<file path="src/rtl/pipe_interlock_if.sv">
// Hazard/interlock bundle between the pipeline datapath and the interlock unit.
// The pipeline (master) drives stage sources, destinations and busy flags;
// the interlock (slave) returns forward selects, stalls, flushes and divider status.
interface pipe_interlock_if #(
  parameter int RW    = 5,
  parameter int CNT_W = 32
);
  logic [RW-1:0]    rsD, rtD;
  logic             branchD, jumpD;
  logic [RW-1:0]    rsE, rtE, writeregE;
  logic             regwriteE, memtoregE, div_startE;
  logic [RW-1:0]    writeregM;
  logic             regwriteM, memtoregM, exceptM;
  logic [RW-1:0]    writeregW;
  logic             regwriteW;
  logic             imem_busy, dmem_busy;
  logic [1:0]       forwardaD, forwardbD, forwardaE, forwardbE;
  logic             stallF, stallD, stallE, stallM, stallW;
  logic             flushF, flushD, flushE, flushM, flushW;
  logic             div_busyE, div_doneE;
  logic [CNT_W-1:0] stall_cycles;

  modport master (
    output rsD, rtD, branchD, jumpD,
    output rsE, rtE, writeregE, regwriteE, memtoregE, div_startE,
    output writeregM, regwriteM, memtoregM, exceptM,
    output writeregW, regwriteW, imem_busy, dmem_busy,
    input  forwardaD, forwardbD, forwardaE, forwardbE,
    input  stallF, stallD, stallE, stallM, stallW,
    input  flushF, flushD, flushE, flushM, flushW,
    input  div_busyE, div_doneE, stall_cycles
  );

  modport slave (
    input  rsD, rtD, branchD, jumpD,
    input  rsE, rtE, writeregE, regwriteE, memtoregE, div_startE,
    input  writeregM, regwriteM, memtoregM, exceptM,
    input  writeregW, regwriteW, imem_busy, dmem_busy,
    output forwardaD, forwardbD, forwardaE, forwardbE,
    output stallF, stallD, stallE, stallM, stallW,
    output flushF, flushD, flushE, flushM, flushW,
    output div_busyE, div_doneE, stall_cycles
  );
endinterface

</file>
<file path="src/rtl/pipe_interlock.sv">
// Pipeline interlock: forwarding selects, load-use/branch hazard stalls,
// multi-cycle divider sequencing, stall/flush priority and a saturating
// stall-cycle counter.
//
// state | meaning
// ------+-------------------------------------------------------------
// IDLE  | no divide in flight; a div_startE launches one
// BUSY  | divide running; cnt counts down, cnt==0 is the done cycle
module pipe_interlock #(
  parameter int RW         = 5,
  parameter int DIV_CYCLES = 32,
  parameter int FWD_W2D    = 1,
  parameter int CNT_W      = 32
) (
  input logic            clk,
  input logic            resetn,
  pipe_interlock_if.slave bus
);

  localparam int CW = (DIV_CYCLES > 2) ? $clog2(DIV_CYCLES) : 1;
  localparam logic [CW-1:0] LOAD = CW'(DIV_CYCLES - 2);

  typedef enum logic {IDLE, BUSY} div_state_t;

  div_state_t       state;
  logic [CW-1:0]    cnt;
  logic [CNT_W-1:0] stall_cnt;

  logic lwstall, brstall, div_stall, div_done;
  logic stall_m, stall_e, stall_d, stall_f;

  // Register 0 is hardwired, so it never produces a dependency.
  function automatic logic hit(input logic [RW-1:0] src, input logic [RW-1:0] dst,
                               input logic we);
    return we && (src != '0) && (src == dst);
  endfunction

  function automatic logic [1:0] fwd_d(input logic [RW-1:0] src);
    if (hit(src, bus.writeregE, bus.regwriteE))                     return 2'b01;
    else if (hit(src, bus.writeregM, bus.regwriteM))                return 2'b10;
    else if ((FWD_W2D != 0) && hit(src, bus.writeregW, bus.regwriteW)) return 2'b11;
    else                                                            return 2'b00;
  endfunction

  function automatic logic [1:0] fwd_e(input logic [RW-1:0] src);
    if (hit(src, bus.writeregM, bus.regwriteM))      return 2'b10;
    else if (hit(src, bus.writeregW, bus.regwriteW)) return 2'b01;
    else                                             return 2'b00;
  endfunction

  // Forward selects for decode-stage branch compare and execute-stage ALU.
  always_comb begin
    bus.forwardaD = fwd_d(bus.rsD);
    bus.forwardbD = fwd_d(bus.rtD);
    bus.forwardaE = fwd_e(bus.rsE);
    bus.forwardbE = fwd_e(bus.rtE);
  end

  // Load-use and branch-operand hazards detected in decode.
  always_comb begin
    lwstall = bus.memtoregE && (bus.writeregE != '0) &&
              ((bus.writeregE == bus.rsD) || (bus.writeregE == bus.rtD));
    brstall = (bus.branchD || bus.jumpD) &&
              (hit(bus.rsD, bus.writeregE, bus.regwriteE) ||
               hit(bus.rtD, bus.writeregE, bus.regwriteE) ||
               hit(bus.rsD, bus.writeregM, bus.memtoregM) ||
               hit(bus.rtD, bus.writeregM, bus.memtoregM));
  end

  // Divider stall/done decode; an exception or reset suppresses both.
  always_comb begin
    div_stall = 1'b0;
    div_done  = 1'b0;
    if (resetn && !bus.exceptM) begin
      if (state == IDLE) begin
        div_stall = bus.div_startE;
      end else begin
        div_stall = (cnt != '0);
        div_done  = (cnt == '0) && !bus.dmem_busy;
      end
    end
  end

  // Stall chain (downstream stalls propagate upstream) and flush generation.
  always_comb begin
    stall_m = bus.dmem_busy && !bus.exceptM;
    stall_e = stall_m || div_stall;
    stall_d = (stall_e || lwstall || brstall) && !bus.exceptM;
    stall_f = (stall_d || bus.imem_busy) && !bus.exceptM;

    bus.stallW = 1'b0;
    bus.stallM = stall_m;
    bus.stallE = stall_e;
    bus.stallD = stall_d;
    bus.stallF = stall_f;

    bus.flushW = bus.dmem_busy && !bus.exceptM;
    bus.flushM = bus.exceptM;
    bus.flushE = bus.exceptM || ((lwstall || brstall) && !stall_e);
    bus.flushD = bus.exceptM || (bus.imem_busy && !stall_d);
    bus.flushF = bus.exceptM;

    bus.div_busyE    = div_stall;
    bus.div_doneE    = div_done;
    bus.stall_cycles = stall_cnt;
  end

  // Divider sequencer; a done cycle blocked by dmem_busy is held at cnt==0.
  always_ff @(posedge clk) begin
    if (!resetn) begin
      state <= IDLE;
      cnt   <= '0;
    end else if (bus.exceptM) begin
      state <= IDLE;
      cnt   <= '0;
    end else begin
      case (state)
        IDLE: begin
          if (bus.div_startE) begin
            state <= BUSY;
            cnt   <= LOAD;
          end
        end
        BUSY: begin
          if (cnt != '0) begin
            cnt <= cnt - CW'(1);
          end else if (!bus.dmem_busy) begin
            state <= IDLE;
          end
        end
        default: begin
          state <= IDLE;
          cnt   <= '0;
        end
      endcase
    end
  end

  // Saturating count of fetch-stall cycles.
  always_ff @(posedge clk) begin
    if (!resetn) begin
      stall_cnt <= '0;
    end else if (stall_f && (stall_cnt != '1)) begin
      stall_cnt <= stall_cnt + CNT_W'(1);
    end
  end

endmodule

</file>
<file path="src/flat_wrapper.sv">
// flat-port wrapper written by rule: the top's interface ports become plain ports
module pipe_interlock_flat 
#(
  parameter int RW         = 5,
  parameter int DIV_CYCLES = 32,
  parameter int FWD_W2D    = 1,
  parameter int CNT_W      = 32
)
  (clk, resetn, bus_rsD, bus_rtD, bus_branchD, bus_jumpD, bus_rsE, bus_rtE, bus_writeregE, bus_regwriteE, bus_memtoregE, bus_div_startE, bus_writeregM, bus_regwriteM, bus_memtoregM, bus_exceptM, bus_writeregW, bus_regwriteW, bus_imem_busy, bus_dmem_busy, bus_forwardaD, bus_forwardbD, bus_forwardaE, bus_forwardbE, bus_stallF, bus_stallD, bus_stallE, bus_stallM, bus_stallW, bus_flushF, bus_flushD, bus_flushE, bus_flushM, bus_flushW, bus_div_busyE, bus_div_doneE, bus_stall_cycles);
  pipe_interlock_if #(.RW(RW), .CNT_W(CNT_W)) bus_i ();
  input logic clk;
  input logic resetn;
  input wire logic [$bits(bus_i.rsD)-1:0] bus_rsD;
  input wire logic [$bits(bus_i.rtD)-1:0] bus_rtD;
  input wire logic [$bits(bus_i.branchD)-1:0] bus_branchD;
  input wire logic [$bits(bus_i.jumpD)-1:0] bus_jumpD;
  input wire logic [$bits(bus_i.rsE)-1:0] bus_rsE;
  input wire logic [$bits(bus_i.rtE)-1:0] bus_rtE;
  input wire logic [$bits(bus_i.writeregE)-1:0] bus_writeregE;
  input wire logic [$bits(bus_i.regwriteE)-1:0] bus_regwriteE;
  input wire logic [$bits(bus_i.memtoregE)-1:0] bus_memtoregE;
  input wire logic [$bits(bus_i.div_startE)-1:0] bus_div_startE;
  input wire logic [$bits(bus_i.writeregM)-1:0] bus_writeregM;
  input wire logic [$bits(bus_i.regwriteM)-1:0] bus_regwriteM;
  input wire logic [$bits(bus_i.memtoregM)-1:0] bus_memtoregM;
  input wire logic [$bits(bus_i.exceptM)-1:0] bus_exceptM;
  input wire logic [$bits(bus_i.writeregW)-1:0] bus_writeregW;
  input wire logic [$bits(bus_i.regwriteW)-1:0] bus_regwriteW;
  input wire logic [$bits(bus_i.imem_busy)-1:0] bus_imem_busy;
  input wire logic [$bits(bus_i.dmem_busy)-1:0] bus_dmem_busy;
  output wire logic [$bits(bus_i.forwardaD)-1:0] bus_forwardaD;
  output wire logic [$bits(bus_i.forwardbD)-1:0] bus_forwardbD;
  output wire logic [$bits(bus_i.forwardaE)-1:0] bus_forwardaE;
  output wire logic [$bits(bus_i.forwardbE)-1:0] bus_forwardbE;
  output wire logic [$bits(bus_i.stallF)-1:0] bus_stallF;
  output wire logic [$bits(bus_i.stallD)-1:0] bus_stallD;
  output wire logic [$bits(bus_i.stallE)-1:0] bus_stallE;
  output wire logic [$bits(bus_i.stallM)-1:0] bus_stallM;
  output wire logic [$bits(bus_i.stallW)-1:0] bus_stallW;
  output wire logic [$bits(bus_i.flushF)-1:0] bus_flushF;
  output wire logic [$bits(bus_i.flushD)-1:0] bus_flushD;
  output wire logic [$bits(bus_i.flushE)-1:0] bus_flushE;
  output wire logic [$bits(bus_i.flushM)-1:0] bus_flushM;
  output wire logic [$bits(bus_i.flushW)-1:0] bus_flushW;
  output wire logic [$bits(bus_i.div_busyE)-1:0] bus_div_busyE;
  output wire logic [$bits(bus_i.div_doneE)-1:0] bus_div_doneE;
  output wire logic [$bits(bus_i.stall_cycles)-1:0] bus_stall_cycles;
  assign bus_i.rsD = bus_rsD;
  assign bus_i.rtD = bus_rtD;
  assign bus_i.branchD = bus_branchD;
  assign bus_i.jumpD = bus_jumpD;
  assign bus_i.rsE = bus_rsE;
  assign bus_i.rtE = bus_rtE;
  assign bus_i.writeregE = bus_writeregE;
  assign bus_i.regwriteE = bus_regwriteE;
  assign bus_i.memtoregE = bus_memtoregE;
  assign bus_i.div_startE = bus_div_startE;
  assign bus_i.writeregM = bus_writeregM;
  assign bus_i.regwriteM = bus_regwriteM;
  assign bus_i.memtoregM = bus_memtoregM;
  assign bus_i.exceptM = bus_exceptM;
  assign bus_i.writeregW = bus_writeregW;
  assign bus_i.regwriteW = bus_regwriteW;
  assign bus_i.imem_busy = bus_imem_busy;
  assign bus_i.dmem_busy = bus_dmem_busy;
  assign bus_forwardaD = bus_i.forwardaD;
  assign bus_forwardbD = bus_i.forwardbD;
  assign bus_forwardaE = bus_i.forwardaE;
  assign bus_forwardbE = bus_i.forwardbE;
  assign bus_stallF = bus_i.stallF;
  assign bus_stallD = bus_i.stallD;
  assign bus_stallE = bus_i.stallE;
  assign bus_stallM = bus_i.stallM;
  assign bus_stallW = bus_i.stallW;
  assign bus_flushF = bus_i.flushF;
  assign bus_flushD = bus_i.flushD;
  assign bus_flushE = bus_i.flushE;
  assign bus_flushM = bus_i.flushM;
  assign bus_flushW = bus_i.flushW;
  assign bus_div_busyE = bus_i.div_busyE;
  assign bus_div_doneE = bus_i.div_doneE;
  assign bus_stall_cycles = bus_i.stall_cycles;
  pipe_interlock #(.RW(RW), .DIV_CYCLES(DIV_CYCLES), .FWD_W2D(FWD_W2D), .CNT_W(CNT_W)) u_core (.clk(clk), .resetn(resetn), .bus(bus_i));
endmodule
</file>
<file path="config.mk">
export PLATFORM = sky130hd
export DESIGN_NAME = pipe_interlock_flat
export DESIGN_NICKNAME = d
export VERILOG_FILES = /design/src/rtl/pipe_interlock_if.sv /design/src/rtl/pipe_interlock.sv /design/src/flat_wrapper.sv
export SDC_FILE = /design/constraint.sdc
export NUM_CORES = 1
export LEC_CHECK = 0
export BUFFER_PORTS_ARGS = -buffer_cell sky130_fd_sc_hd__buf_4
export CORE_MARGIN = 2
export CORE_UTILIZATION = 51
export CTS_CLUSTER_SIZE = 8
export DETAILED_ROUTE_END_ITERATION = 12
export HOLD_SLACK_MARGIN = 0.12
export MAX_ROUTING_LAYER = met4
export PLACE_DENSITY = 0.83
export RECOVER_POWER = 100
export SETUP_SLACK_MARGIN = 0.4
export SLEW_MARGIN = 20
export SYNTH_ARGS = -nofsm -noshare
export SYNTH_HDL_FRONTEND = slang
export SYNTH_SLANG_ARGS = --single-unit
</file>
<file path="constraint.sdc">
create_clock -name clk -period 2.73 [get_ports clk]
set_input_delay 0 -clock clk [delete_from_list [all_inputs] [get_ports clk]]
set_output_delay 0 -clock clk [all_outputs]
set_load 0.02 [all_outputs]
</file>
* Yosys cells after proc, flatten, opt, wreduce, memory -nomap -nowiden
Cells that the tools add are included.
** Storage, ports and cells
- Memories :: 0
- Logic and storage cells :: 103
- Bits in writable memories :: 0
- Bits in registers :: 38
- Bits in latches :: 0
- Memory bits (read-only) :: 0
- Output and inout port bits :: 52
- Bits of input ports :: 48
** Cells by class
- Reductions and logical operators :: 60
- Add/sub/neg operators :: 2
- Divide/modulo/power cells :: 0
- Multiply operators :: 0
- Shift operators :: 0
- Mux-type cells :: 21
- Bitwise operators :: 2
- Eq/ne operators :: 15
- $lt $le $gt $ge :: 0
** Operators by type and width (number)
- == test 5 bit :: 12
- logical AND 1 bit :: 35
- adder 32 x 1 -> 32 bit (second input constant) :: 1
- != test 32 bit (second input constant) :: 1
- nonzero test 5 bit :: 6
- two-way mux 2 bit :: 8
- logical OR 1 bit :: 12
- two-way mux 5 bit :: 2
- one-hot mux 5 bit (2 select lines) :: 1
- two-way mux 1 bit :: 9
- logical NOT 5 bit :: 1
- subtractor 5 x 1 -> 5 bit (second input constant) :: 1
- logical NOT 1 bit :: 4
- != test 2 bit (second input constant) :: 2
- inverter 1 bit :: 2
- one-hot mux 1 bit (2 select lines) :: 1
- AND reduction 2 bit :: 1
- OR reduction 2 bit :: 1

* Logic depth before layout (Yosys ltp)
Gate-level depths: netlist (run 1).
- Word-level depth :: 12
- Mapped depth :: 11
- Depth with buffers taken out :: 9

* Worst setup path before layout (run 1)
No wires, ideal clock.
- Path kind :: flip-flop to flip-flop
- Start point :: register u_core.cnt[0]
- End point :: register u_core.stall_cnt[13] (netlist: u_core.bus.stall_cycles[13])
- Data required time :: 2.660 ns
- Buffers on the path :: 1
- Stages on the path, launching flop included :: 11
- Library setup time :: 0.070 ns
- Setup slack :: 0.363 ns
- Clock period less this slack :: 2.367 ns
- Arrival time :: 2.297 ns
- Path through :: dfxtp_1 inv_1 ha_1 nor4b_2 a211oi_2 nor3_1 o21ai_0 and3b_4 buf_6 or4_1 a21oi_1
** Between the ends
- Cells in the longest elaborated chain, start to end :: 10
** RTL lines
- start: declaration :: line pipe_interlock.sv:26 : logic [CW-1:0] cnt;
- start signal: assignment :: line pipe_interlock.sv:126 : cnt <= cnt - CW'(1);
- nonzero test 5 bit :: line pipe_interlock.sv:78 : div_stall = (cnt != '0);
- two-way mux 1 bit :: line pipe_interlock.sv:75 : if (state == IDLE) begin
- two-way mux 1 bit :: line pipe_interlock.sv:74 : if (resetn && !bus.exceptM) begin
- via bus_div_busyE :: line flat_wrapper.sv:45 : output wire logic [$bits(bus_i.div_busyE)-1:0] bus_div_busyE;
- logical OR 1 bit :: line pipe_interlock.sv:87 : stall_e = stall_m || div_stall;
- logical OR 1 bit (2 in series) :: line pipe_interlock.sv:88 : stall_d = (stall_e || lwstall || brstall) && !bus.exceptM;
- logical AND 1 bit :: line pipe_interlock.sv:88
- logical OR 1 bit :: line pipe_interlock.sv:89 : stall_f = (stall_d || bus.imem_busy) && !bus.exceptM;
- logical AND 1 bit :: line pipe_interlock.sv:89
- logical AND 1 bit :: line pipe_interlock.sv:143 : end else if (stall_f && (stall_cnt != '1)) begin
- end signal: assignment :: line pipe_interlock.sv:144 : stall_cnt <= stall_cnt + CNT_W'(1);
- end: declaration :: line pipe_interlock.sv:27 : logic [CNT_W-1:0] stall_cnt;
The timed path passes the listed nets, and every way through them passes these cells.
A chain may end at the register's enable or synchronous reset.

* Final worst setup path (run 1)
- Start point :: register u_core.cnt[0]
- End point :: register u_core.stall_cnt[13] (netlist: u_core.bus.stall_cycles[13])
** Between the ends
- Cells in the longest elaborated chain, start to end :: 10
** RTL lines (line)
- nonzero test 5 bit :: pipe_interlock.sv:78
- two-way mux 1 bit :: pipe_interlock.sv:75
- two-way mux 1 bit :: pipe_interlock.sv:74
- logical OR 1 bit :: pipe_interlock.sv:87
- logical OR 1 bit (2 in series) :: pipe_interlock.sv:88
- logical AND 1 bit :: pipe_interlock.sv:88
- logical OR 1 bit :: pipe_interlock.sv:89
- logical AND 1 bit :: pipe_interlock.sv:89
- logical AND 1 bit :: pipe_interlock.sv:143
No other way between the ends.

==> results of run 1 <==
[power breakdown]
| part | switching (mW) | internal [mW] | leakage (nW) |
|---|---|---|---|
| combinational | 0.184 | 0.143 | 0.935 |
| sequential | 0.00777 | 0.561 | 0.307 |
| clock | 0.217 | 0.203 | 0.0472 |
[what timing repair did]
item / in CTS / in global routing
cloned: 4 / 1
resized for setup: 7 / 22
pin swaps: 0 / 7
hold buffers: 3 / 0
setup endpoints to repair: 8 / 32
buffers inserted: 0 / 3
hold endpoints to repair: 4 / 0
[final cells by class]
type | count | area, µm²
Clock buffer | 6 | 82.58
Sequential cell | 38 | 762.0
Tap cell | 72 | 90.09
Multi-Input combinational cell | 317 | 2150
Timing Repair Buffer | 110 | 641.9
Clock inverter | 2 | 12.51
Fill cell | 528 | 1779
Inverter | 6 | 22.52
[cell usage in the layout (no fill, tap or decap), types with 5 or more instances in the layout]
master,instances
clkbuf_8,6
or3_1,12
nand4_1,14
mux2i_1,15
buf_4,55
nand2b_1,16
xnor2_1,30
xor2_1,20
a21oi_1,24
nand2_1,39
nor4_1,17
dfxtp_1,37
or4_1,9
clkbuf_1,51
o21ai_0,12
nor2_1,16
o31ai_1,5
nor3_1,12
nand3_1,13
[path summary, 6_finish.rpt]
check / slack, ns / endpoint / from
worst min-delay path: 0.17 / u_core.cnt[3] / resetn
worst max register to register: 0.39 / u_core.bus.stall_cycles[13] / u_core.cnt[0]
worst min register to register: 0.49 / u_core.bus.stall_cycles[31] / u_core.bus.stall_cycles[31]
worst max-delay path: 0.39 / u_core.bus.stall_cycles[13] / u_core.cnt[0]
[logic make-up (layout without fill, tap and decap cells)]
family,count (synthesis),count (layout),share of synthesized area
DFF,38,38,0.2573
muxes,15,15,0.05078
AOI/OAI and AO/OA,57,57,0.1181
buffers and inverters,29,124,0.04824
xor gates and xnor gates,50,50,0.1481
adders and majority gates,3,3,0.01270
and+or+nand+nor,186,191,0.3635
other,1,1,0.001268
[per-layer routing]
layer | vias to the layer above | track usage | part of all wire
met4 | 0 | 0.1186 | 0.020
met1 | 1576 | 0.3521 | 0.42
li1 | 1582 | - | -
met3 | 21 | 0.05506 | 0.077
met2 | 167 | 0.4483 | 0.48
met5 | - | - | 0
[flip-flops by register name, summed over array words and instances, names as in the netlist]
signal and cells:
u_core.bus.stall_cycles 32, u_core.state 1, u_core.cnt 5
[worst min-delay path, cell delays in order]
cell and delay [ns]:
buf_4 0.09, nand2b_1 0.18, a21oi_1 0.17
==> results.json, run 1 <==
{
  "status": "finished clean",
  "grt_max_degree": 32,
  "synth_nets": 430,
  "maxSlewViolCount": 0,
  "io_pins": 100,
  "holdPathStages": 3,
  "cap_violations": 0,
  "hold_path.class": "primary input to flip-flop",
  "cp-start-kind": "flip-flop",
  "crit_path_end_kind": "flip-flop",
  "clkSinkCount": 38,
  "h-tree-depth": 2,
  "crit_chain": "inv_2, ha_1, nor4b_1, a211oi_2, nor3_2, o21ai_2, and3b_4, or4_1, a21oi_1",
  "crit_slowest_cell": "or4_1",
  "fin_ws_ns": 0.3869,
  "period_share": 0.8583,
  "grt_pass1_vias": 3066,
  "worst-setup-path-type": "flip-flop to flip-flop",
  "synth_top_area_cell": "dfxtp_1",
  "path_depth": 9,
  "critPathBufInv": 1,
  "dr.pass1.iters": 5,
  "hold_viol": 0,
  "post-place-ws_ns": 0.3628,
  "dpl_cell_area_um2": 3707,
  "dieArea_um2": 6422,
  "postLayoutCellArea_um2": 3761,
  "fp.coreArea_um2": 5540,
  "max_stage_delay_ns": 0.53,
  "fin_setup_tns_ns": 0,
  "cts_root_buf": "clkbuf_8",
  "syn_inst": 379,
  "drc": 0,
  "grt_pass1_wl_mm": 14.12,
  "cts_tree": "built",
  "die_y_um": 80.14,
  "hpwl_mm": 6.150,
  "antenna_found_initial": 0,
  "grt_usage": 0.2828,
  "n_antenna_cell": 0,
  "netlist.area_leader.share": 0.2573,
  "synth_area_leaders": "dfxtp_1, xnor2_1, xor2_1",
  "synth-edff-count": 0,
  "tightest_slew_ns": 1.258,
  "holdWs_ns": 0.1702,
  "drt_iter0_drc": 261,
  "final_cells": 551,
  "fin_crit_ns": 2.343,
  "vias_per_cell": 6.073,
  "rsz0062_at_grt": "yes",
  "dpl.cell_count": 532,
  "cts_inserted_buffers": 5,
  "start_util": 0.5336,
  "cts.clk_slew.worst_paths_ns": 0.08,
  "path_delay_family": "simple AND/OR/NAND/NOR gates",
  "cp.arrival_ns": 2.56,
  "syn-cell-area_um2": 2957,
  "ys.flop_type": "dfxtp_1",
  "ir_drop_v": 0.0001929,
  "yosysMostFrequentCell": "nand2_1",
  "yosysUniqueCellTypes": 52,
  "grt_overflow_total": 0,
  "synthTopCellsByCount": "nand2_1, dfxtp_1, xnor2_1",
  "nNetsFinal": 529,
  "gp_congestion": 0.8916,
  "power_mw": 1.316,
  "ant_nets": 0,
  "required_ns": 2.94,
  "powerDensity_nw_per_um2": 349.9,
  "synth_warnings": 0,
  "leakagePower_nw": 1.290,
  "syn_area_per_cell_um2": 7.801,
  "vias": 3346,
  "routedWlPerCell_um": 16.24,
  "drt_wl_total_mm": 8.948,
  "cts_buffer_depth": 2,
  "layout-drive-gt1-share": 0.1900,
  "seq_area_frac_synth": 0.2573,
  "yosys_register_bits": 38,
  "fp-row-count": 27,
  "synthArstFlopShare": 0,
  "final_core_util": 0.6789,
  "finalSetupViolCount": 0,
  "max_slew_margin": 0.1616,
  "io_buffers": 98,
  "clock_latency_ns": 0.30,
  "area_growth_pct": 27.21,
  "worstPathMaxFanout": 7,
  "reg2regPathDepth": 9,
  "fmaxAchievable_mhz": 426.8,
  "fin_skew_ns": 0.008766,
  "dieWidth_um": 80.14
}
Note: power is estimated with default switching activity, not from simulation.
==> run 2, diff against run 1 <==
- ABC_AREA: unset -> 1
- CORE_UTILIZATION: 51 -> 53
==> run 2 against run 1 <==
Net effect:
- cell count increased by 35%
- non-clock buffer count down 2
- critical path type is now flip-flop to primary output
- first-iteration DRC count rose by 79%
- highest routed layer unchanged
- flip-flop and latch count unchanged
- global-route usage grew 2.5 points
- total power grew 15%
- largest cell class unchanged
- clock skew decreased by 0.0013 ns
- critical endpoint is now bus_flushD
- utilization shrank 1.3 points
- synthesized cell count up 51%
- worst setup slack better by 0.0027 ns
- die area grew 11%
==> results.json, run 2 <==
{
  "crit_end": "bus_flushD",
  "ys.flop_type": "dfxtp_1",
  "r2r_slack_ns": 0.40,
  "cts_inserted_buffers": 5,
  "n_antenna_cell": 0,
  "vias_per_cell": 5.723,
  "start_util": 0.5442,
  "fp-row-count": 29,
  "cts_buffer_depth": 2,
  "critPathBufInv": 2,
  "cp-startpoint": "u_core.cnt[0]",
  "hold_viol": 0,
  "synth-edff-count": 0,
  "fin_skew_ns": 0.007493,
  "grt_max_degree": 29,
  "syn_area_per_cell_um2": 5.986,
  "synthArstFlopShare": 0,
  "dieWidth_um": 84.52,
  "multi_input_area_um2": 2248,
  "die_y_um": 84.52,
  "cap_violations": 0,
  "syn_inst": 574,
  "powerDensity_nw_per_um2": 359.9,
  "period_share": 0.8573,
  "yosys_register_bits": 38,
  "crit_chain": "inv_1, ha_1, nand3_1, nand2_1, nand2_1, nand2_1, o21ai_2, a21oi_1, a21oi_1, o21ai_0, buf_4",
  "crit_slowest_cell": "dfxtp_1",
  "drt_iter0_drc": 468,
  "fmaxAchievable_mhz": 427.3,
  "layout-drive-gt1-share": 0.1300,
  "dieArea_um2": 7143,
  "drt_wl_total_mm": 11.08,
  "cp_common_cell": "nand2_1",
  "nNetsFinal": 719,
  "tightest_slew_ns": 0.5186,
  "ir_drop_v": 0.0004012,
  "fin_crit_ns": 2.340,
  "status": "finished clean",
  "fin_setup_tns_ns": 0,
  "cts_root_buf": "clkbuf_8",
  "routedWlPerCell_um": 14.86,
  "max_stage_delay_ns": 0.33,
  "hpwl_mm": 8.289,
  "synth_area_leaders": "dfxtp_1, nand2_1, inv_1",
  "path_depth": 11,
  "layout_commonest_cell": "nand2_1",
  "synth_nets": 625,
  "worstPathMaxFanout": 4,
  "layout_common_cells": "nand2_1, inv_1, nor2_1",
  "yosysMostFrequentCell": "nand2_1",
  "grt_pass1_vias": 3874,
  "clkSinkCount": 38,
  "leakagePower_nw": 1.900,
  "largest_reg_flops": 32,
  "antenna_found_initial": 0,
  "max_slew_margin": 0.6521,
  "h-tree-depth": 2,
  "clock_latency_ns": 0.30,
  "drc": 0,
  "synth_top_area_cell": "dfxtp_1",
  "io_pins": 100,
  "cts.clk_slew.worst_paths_ns": 0.08,
  "seq_area_frac_synth": 0.2214,
  "cp-start-kind": "flip-flop",
  "rsz0062_at_grt": "yes",
  "yosysUniqueCellTypes": 44,
  "syn-cell-area_um2": 3436,
  "fp.coreArea_um2": 6314,
  "netlist.area_leader.share": 0.2214,
  "grt_pass1_wl_mm": 17.80,
  "synthTopCellsByCount": "nand2_1, inv_1, nor2_1",
  "area_growth_pct": 22.43,
  "dr.pass1.iters": 5,
  "required_ns": 2.73,
  "maxSlewViolCount": 0,
  "path_delay_family": "compound AO/OA/AOI/OAI gates",
  "crit_path_end_kind": "primary output",
  "hold_path.class": "primary input to flip-flop",
  "gp_congestion": 1.028,
  "fill_cells": 619,
  "io_buffers": 98,
  "vias": 4269,
  "reg2regPathDepth": 14,
  "grt_overflow_total": 0,
  "worst-setup-path-type": "flip-flop to primary output",
  "grt_usage": 0.3081,
  "ff_latch_area_um2": 760.7,
  "ant_nets": 0,
  "synth_warnings": 0,
  "cp.arrival_ns": 2.34,
  "timing.rr.start": "u_core.cnt[0]",
  "cts_tree": "built",
  "holdWs_ns": 0.3542,
  "r2r-end": "u_core.bus.stall_cycles[5]",
  "finalSetupViolCount": 0
}
-- run 2: cell types whose count changed in the layout (fill, tap and decap cells not counted), moves of 9 or more --
cell,before,now
nand2_1,39,144
inv_1,3,76
nor2_1,16,76
nand4_1,14,39
nand2b_1,16,0
mux2i_1,15,0
nand3_1,13,28
nor4_1,17,4
or3_1,12,0
or4_1,9,0
-- run 2: how the worst min path moves through the flow --
stage	startpoint	end	slack (ns)	cells after the start
floorplan	bus_exceptM	bus_stallD	0.08	1
global placement	bus_div_startE	u_core.state	0.24	3
detailed placement	bus_div_startE	u_core.state	0.24	3
CTS	bus_dmem_busy	bus_flushW	0.37	4
global route	bus_imem_busy	u_core.bus.stall_cycles[24]	0.38	7
finish	bus_imem_busy	u_core.bus.stall_cycles[21]	0.35	7
-- run 2: cell families after synthesis --
group / synth area share
AND/OR/NAND/NOR: 0.4148
buffers and inverters: 0.1304
AO/OA/AOI/OAI: 0.1220
XOR/XNOR: 0.09942
flip-flops: 0.2214
adder cells (fa/ha/maj): 0.01093
other: 0.001091
-- run 2: worst reg2reg max path, delay by kind of cell, from the launching register on --
| family | cells | cell delay, ns |
|---|---|---|
| AND/OR/NAND/NOR | 9 | 0.91 |
| adder cells (fa/ha/maj) | 1 | 0.16 |
| buffers and inverters | 2 | 0.44 |
| flip-flops | 1 | 0.33 |
| AO/OA/AOI/OAI | 2 | 0.39 |
-- run 2: timing repair --
| item | in CTS | in global routing |
|---|---|---|
| setup buffers | 0 | 2 |
| setup endpoints to repair | 1 | 26 |
| resized for setup | 1 | 11 |
| hold buffers | 4 | 0 |
| gates cloned | 0 | 1 |
| hold endpoints to repair | 10 | 0 |
| pin swaps | 0 | 2 |
-- run 2: power breakdown --
| part | total, mW | switching (mW) | leakage, nW | internal [mW] |
|---|---|---|---|---|
| Sequential | 0.569 | 0.00736 | 0.307 | 0.562 |
| Combinational | 0.353 | 0.218 | 1.52 | 0.136 |
| Clock | 0.591 | 0.225 | 0.0683 | 0.366 |
-- run 2: routing by layer --
| layer | wire [µm] | part of all wire | track usage |
|---|---|---|---|
| met5 | 0 | 0 | - |
| met1 | 4641 | 0.42 | 0.4036 |
| met4 | 195 | 0.018 | 0.08947 |
| met3 | 1013 | 0.091 | 0.04228 |
| met2 | 5231 | 0.47 | 0.4968 |
-- run 2: area by class of cell --
type                       instances  share of cell area
clock buffer                       5             0.01636
clock inverter                     3             0.01636
inverter                          87             0.07823
multi-input combinational        428              0.5345
sequential                        38              0.1808
tap                               77             0.02290
timing repair buffer             108              0.1508
-- run 2: stage by stage --
stage	instances	power (mW)	setup slack, ns	instance area [µm²]	util
floorplan	574	0.7872	0.6639	3436	-
global placement	731	0.9157	0.5492	4177	0.6615
detailed placement	731	0.9244	0.4237	4177	0.6615
CTS	743	1.517	0.4059	4358	0.6903
global route	746	1.575	0.2107	4207	0.6663
finish	746	1.514	0.3895	4207	0.6663
